File: src/rtl/updown_counter_param.sv
// rtl/updown_counter_param.sv - parametrised loadable up/down counter with step, wrap/saturate and terminal-count flag
module updown_counter_param #(
    parameter int WIDTH    = 8,
    parameter int STEP_W   = 2,
    parameter int SATURATE = 0
) (
    input  logic              clk,
    input  logic              reset_n,
    input  logic              load,
    input  logic              en,
    input  logic              inc,
    input  logic [WIDTH-1:0]  d_in,
    input  logic [STEP_W-1:0] step,
    output logic [WIDTH-1:0]  count,
    output logic [2:0]        state,
    output logic              tc,
    output logic              at_max,
    output logic              at_min
);

    typedef enum logic [2:0] {
        ST_IDLE = 3'b000,
        ST_LOAD = 3'b001,
        ST_INC  = 3'b010,
        ST_DEC  = 3'b011,
        ST_HOLD = 3'b100
    } state_t;

    localparam int EW = WIDTH + 1;

    logic [2:0]       state_d;
    logic [WIDTH-1:0] count_d;
    logic             tc_d;
    logic [WIDTH:0]   step_ext;
    logic [WIDTH:0]   sum;
    logic [WIDTH:0]   diff;

    // One extra bit on both operands exposes carry (sum) and borrow (diff).
    assign step_ext = EW'(step);
    assign sum      = {1'b0, count} + step_ext;
    assign diff     = {1'b0, count} - step_ext;

    always_ff @(posedge clk or negedge reset_n) begin
        if (!reset_n) begin
            state <= ST_IDLE;
            count <= '0;
            tc    <= 1'b0;
        end else begin
            state <= state_d;
            count <= count_d;
            tc    <= tc_d;
        end
    end

    always_comb begin
        state_d = state;
        count_d = count;
        tc_d    = 1'b0;

        case (state)
            ST_IDLE, ST_LOAD, ST_INC, ST_DEC, ST_HOLD: begin
                if (load)
                    state_d = ST_LOAD;
                else if (!en)
                    state_d = ST_HOLD;
                else if (inc)
                    state_d = ST_INC;
                else
                    state_d = ST_DEC;
            end
            default: state_d = ST_IDLE;
        endcase

        // The datapath action follows the state being entered, not the current one.
        case (state_d)
            ST_LOAD: count_d = d_in;
            ST_INC: begin
                if (sum[WIDTH]) begin
                    tc_d    = 1'b1;
                    count_d = (SATURATE != 0) ? '1 : sum[WIDTH-1:0];
                end else begin
                    count_d = sum[WIDTH-1:0];
                end
            end
            ST_DEC: begin
                if (diff[WIDTH]) begin
                    tc_d    = 1'b1;
                    count_d = (SATURATE != 0) ? '0 : diff[WIDTH-1:0];
                end else begin
                    count_d = diff[WIDTH-1:0];
                end
            end
            default: ;
        endcase
    end

    assign at_max = &count;
    assign at_min = ~|count;

endmodule

File: config.mk
export PLATFORM = sky130hd
export DESIGN_NAME = updown_counter_param
export DESIGN_NICKNAME = d
export VERILOG_FILES = /design/src/rtl/updown_counter_param.sv
export SDC_FILE = /design/constraint.sdc
export NUM_CORES = 1
export LEC_CHECK = 0
export CELL_PAD_IN_SITES_DETAIL_PLACEMENT = 1
export CELL_PAD_IN_SITES_GLOBAL_PLACEMENT = 2
export CORE_UTILIZATION = 26
export DETAILED_ROUTE_END_ITERATION = 7
export MAX_ROUTING_LAYER = met4
export PLACE_DENSITY_LB_ADDON = 0.1
export SLEW_MARGIN = 20
export SYNTH_ARGS = -nofsm -noshare
export SYNTH_HDL_FRONTEND = slang
export SYNTH_SLANG_ARGS = --single-unit
File: constraint.sdc
create_clock -name clk -period 2.59 [get_ports clk]
set_clock_uncertainty 0.05 [all_clocks]
set_input_delay 0.518 -clock clk [delete_from_list [all_inputs] [get_ports clk]]
set_output_delay 0.518 -clock clk [all_outputs]
set_load 0.005 [all_outputs]
# Word level (Yosys, flattened, before mapping)
# Index checks and enable logic that the tools add are counted.
# Widths: inputs -> output; s select.
# classes
eq_ne	7
n_reduce_logical	6
add_sub_neg	2
n_mux	8
# op_table
cell	count
$pmux 8 s3	1
$eq 3x2->1 const B	4
$add 8x2->9	1
$mux 3	3
$sub 8x2->9	1
$reduce_and 8->1	1
$reduce_or 8->1	1
$eq 3x1->1 const B	2
$reduce_or 5->1	1
$eq 3x3->1 const B	1
$logic_not 3->1	1
$mux 1	3
$reduce_bool 3->1	1
$pmux 1 s2	1
$logic_not 1->1	1
# totals
out_inout_bits	14
word_cells	26
in_bits	15
reg_bits	12

# Longest topological paths before layout
# depth
depth_word	6
depth_mapped	8
ltp_nobuf	8

# Least setup slack after synthesis
# No wires, ideal clock.
# synth_path
kind	reg-to-reg
from	register count[0]
to	register tc
path_buffers	0
stages_incl_launch_ff	7
period_less_slack_ns	1.973
t_arrival_ns	1.845
path_slack_ns	0.617
required_ns	2.462
setup_time_ns	0.078
cell_sequence	dfrtp_1 > inv_1 > ha_1 > fa_1 > or4b_1 > or3_2 > a21oi_1
# synth_via
elab_chain_cells	3
elab_cells_between_ends	5
classes_between	add/sub (2); mux (3)
# synth_lines
element	line_no	source
start: declaration	14	output logic [WIDTH-1:0] count,
start signal: assignment	50	count <= count_d;
$sub 8x2->9 / $add 8x2->9 (equally long branches)	41, 40	
$mux 1 (on tied branches)	86, 78	
$pmux 1 s2 (*)	75	case (state_d)
net tc_d	33	logic tc_d;
end signal: assignment	51	tc <= tc_d;
end: declaration	16	output logic tc,
# Mark *: on every way through the listed nets, which the timed path passes. The rest lies on a longest branch.
# A chain may end at the register's enable or synchronous reset.

# Worst setup path after layout
# layout_path
from	register count[4]
to	output at_max
# layout_via
elab_chain_cells	1
# layout_lines
element	line_no	source
$reduce_and 8->1	97	assign at_max = &count;
end: declaration	17	output logic at_max,
# Every way passes these cells.

==> results.txt <==
status -> complete, no violations
endpoint type of the worst setup path -> primary output
die area -> 3850 µm²
Inserted Diodes -> 0
FF+latch count, synth -> 12
vias in the first global route -> 1020
CP Class -> reg2out
Reg area -> 302 µm²
Yosys top cell area share -> 32.0%
Starting DRT DRC Count -> 37
die width -> 62.0 µm
Layout area overhead -> 45.0%
TritonCTS buffer count -> 3
commonest cells in the netlist -> 12 x dfrtp_1, 11 x o21ai_0, 9 x nor2_1
drt pass-1 iters -> 4
Synth Flop Type -> dfrtp_1
antenna violations before repair -> 0
io pins -> 29
Tot Pwr -> 0.000686 W
top post-synthesis cells by area -> dfrtp_1 32%, ha_1 6.7%, o21ai_0 5.9%, fa_1 4.3%, nor2_1 3.6%
post-CTS setup repair buffer count -> 0
Mapped Area -> 937 µm²
Avg Inst Size Synth -> 8.84 µm²
GRT overflow -> 0
measured slew at the worst slew-check pin -> 614 ps
Via Count -> 939
Hold Fails Final Rpt -> 0
Setup Viol. Count Final -> 0
area leader, netlist -> dfrtp_1
fin nets -> 164
Clock Sinks -> 12
drt via density -> 5.02
LEAKAGE -> 0.551 nW
critical path required time -> 2020 ps
clock insertion delay at the later pin of the skew report -> 280 ps
area of the multi-input gates -> 583 µm²
Slew Limit Headroom -> 58.9%
layout cell share with drive strength beyond 1 -> 17.7%
CP startpoint kind -> flop
RD Place Congestion -> 0.809
core area -> 3390 µm²
Ys Warns -> 0
Bufs on Longest Clock Path -> 2
Total GRT Usage -> 17.7%
Max-cap violations -> 0
detailed placement HPWL -> 2240 µm
first-pass GRT wire length -> 4710 µm
fin. max-slew vios -> 0
Placed Area -> 1310 µm²
routed wire length -> 2920 µm
crit path DAT -> 1930 ps
wire per inst -> 15.6 µm
maximum fanout along the worst path -> 7
Mapped Nets -> 128
period utilization -> 96.5%
Distinct cells, synth -> 43
post-synthesis sequential area ratio -> 32.0%
clock root cell -> clkbuf_4
# DRC -> 0
largest net degree at the start of global routing -> 13
H-tree levels -> 1
Post-synth EDFFs -> 0
Final ANT Viol Nets -> 0
Reg clk slew, reported paths -> 90 ps
Finished Cell Area -> 1360 µm²
Gate Count Post-Synth -> 106
power per cell area -> 505 nW/µm²
post-layout min period -> 2500 ps
top-count cell post-synth -> dfrtp_1
IO Port Bufs -> 28
die height -> 62.0 µm
initial core utilization -> 27.6%
Hold Path Class -> in2async
RSZ-0062 raised after global routing -> false
Fill cells -> 400
# rows -> 21
Max VDD drop -> 0.000137 V
ys async rst share -> 100%
TritonCTS clock tree -> done
FMAX -> 400 MHz
==> registers in the layout (all words and copies together) (netlist names) <==
register / cells
count: 8
state: 3
tc: 1
==> routing by layer <==
metal	GRT usage [%]	share of wire, %	up-vias
li1	-	-	460
met1	21.1	43	446
met2	29.8	51	24
met3	2.28	3.2	9
met4	7.62	2.2	0
met5	-	0	-
==> layout make-up <==
cell class	instances	area share [%]
multi-input combinational	81	42.9
timing repair buffer	38	26.3
sequential	12	22.2
tap	46	4.24
clock buffer	4	2.67
inverter	6	1.66
==> cells by family (layout without fill, tap and decap cells) <==
logic type | count (synthesis) | after routing | share of synthesized area (%)
adders and majority gates | 7 | 7 | 10.9
buffers and inverters | 13 | 48 | 6.94
and+or+nand+nor | 35 | 35 | 22.0
xor gates and xnor gates | 3 | 3 | 2.80
DFF | 12 | 12 | 32.0
AOI/OAI and AO/OA | 36 | 36 | 25.2
==> stage by stage <==
step	utilization (%)	hold WS [ps]	TNS (ps)	worst slack, ps	instances
global route	40.1	594	0	16.1	187
global placement	38.6	559	-112	-112	183
detailed placement	38.6	587	-153	-121	183
finish	40.1	563	0	90.3	187
floorplan	-	172	0	617	106
CTS	39.6	587	0	6.03	187
==> report_power, final <==
| group | switching, W | internal, W | leakage, nW |
|---|---|---|---|
| sequential | 0.0000327 | 0.000212 | 0.146 |
| combinational | 0.000133 | 0.000150 | 0.384 |
| clock | 0.0000726 | 0.0000855 | 0.0210 |
==> path summary, 6_finish.rpt <==
path                          start       end  slack, ps  depth (start not counted)
min                         reset_n  count[7]        560                          1
min reg2reg                count[3]  count[3]        570                          1
max reg2reg                count[0]  count[6]        410                          8
max in group asynchronous   reset_n  count[3]       1490                          1
min in group clk           count[3]  count[3]        570                          1
max                        count[4]    at_max         90                          6
==> repair_timing <==
item,in CTS,in global routing
endpoints found under the hold margin,0,0
resized for setup,0,4
endpoints found under the setup margin,0,2
hold buffers,0,0
==> critical path: stages (launching register included) <==
cell	delay (ps)
dfrtp_1	370
buf_4	160
and3_4	200
and3_2	190
nand2_1	70
nor3_1	150
clkdlybuf4s50_1	520
==> cells in the final DEF (no fill, tap or decap), types with 2 or more instances in the layout <==
cell type,Yosys,final
xnor2_1,2,2
nand4_1,2,2
o21a_1,2,2
ha_1,5,5
clkdlybuf4s50_1,0,27
a211oi_1,2,2
buf_4,0,10
nor2_1,9,9
o22a_1,2,2
a21oi_1,5,5
a31oi_1,3,3
fa_1,2,2
inv_1,5,5
nand2_1,8,8
dfrtp_1,12,11
nor2b_1,2,2
o211ai_1,3,3
o21ai_0,11,11
clkbuf_4,0,3
No activity file was read; power rests on OpenSTA's default activity.
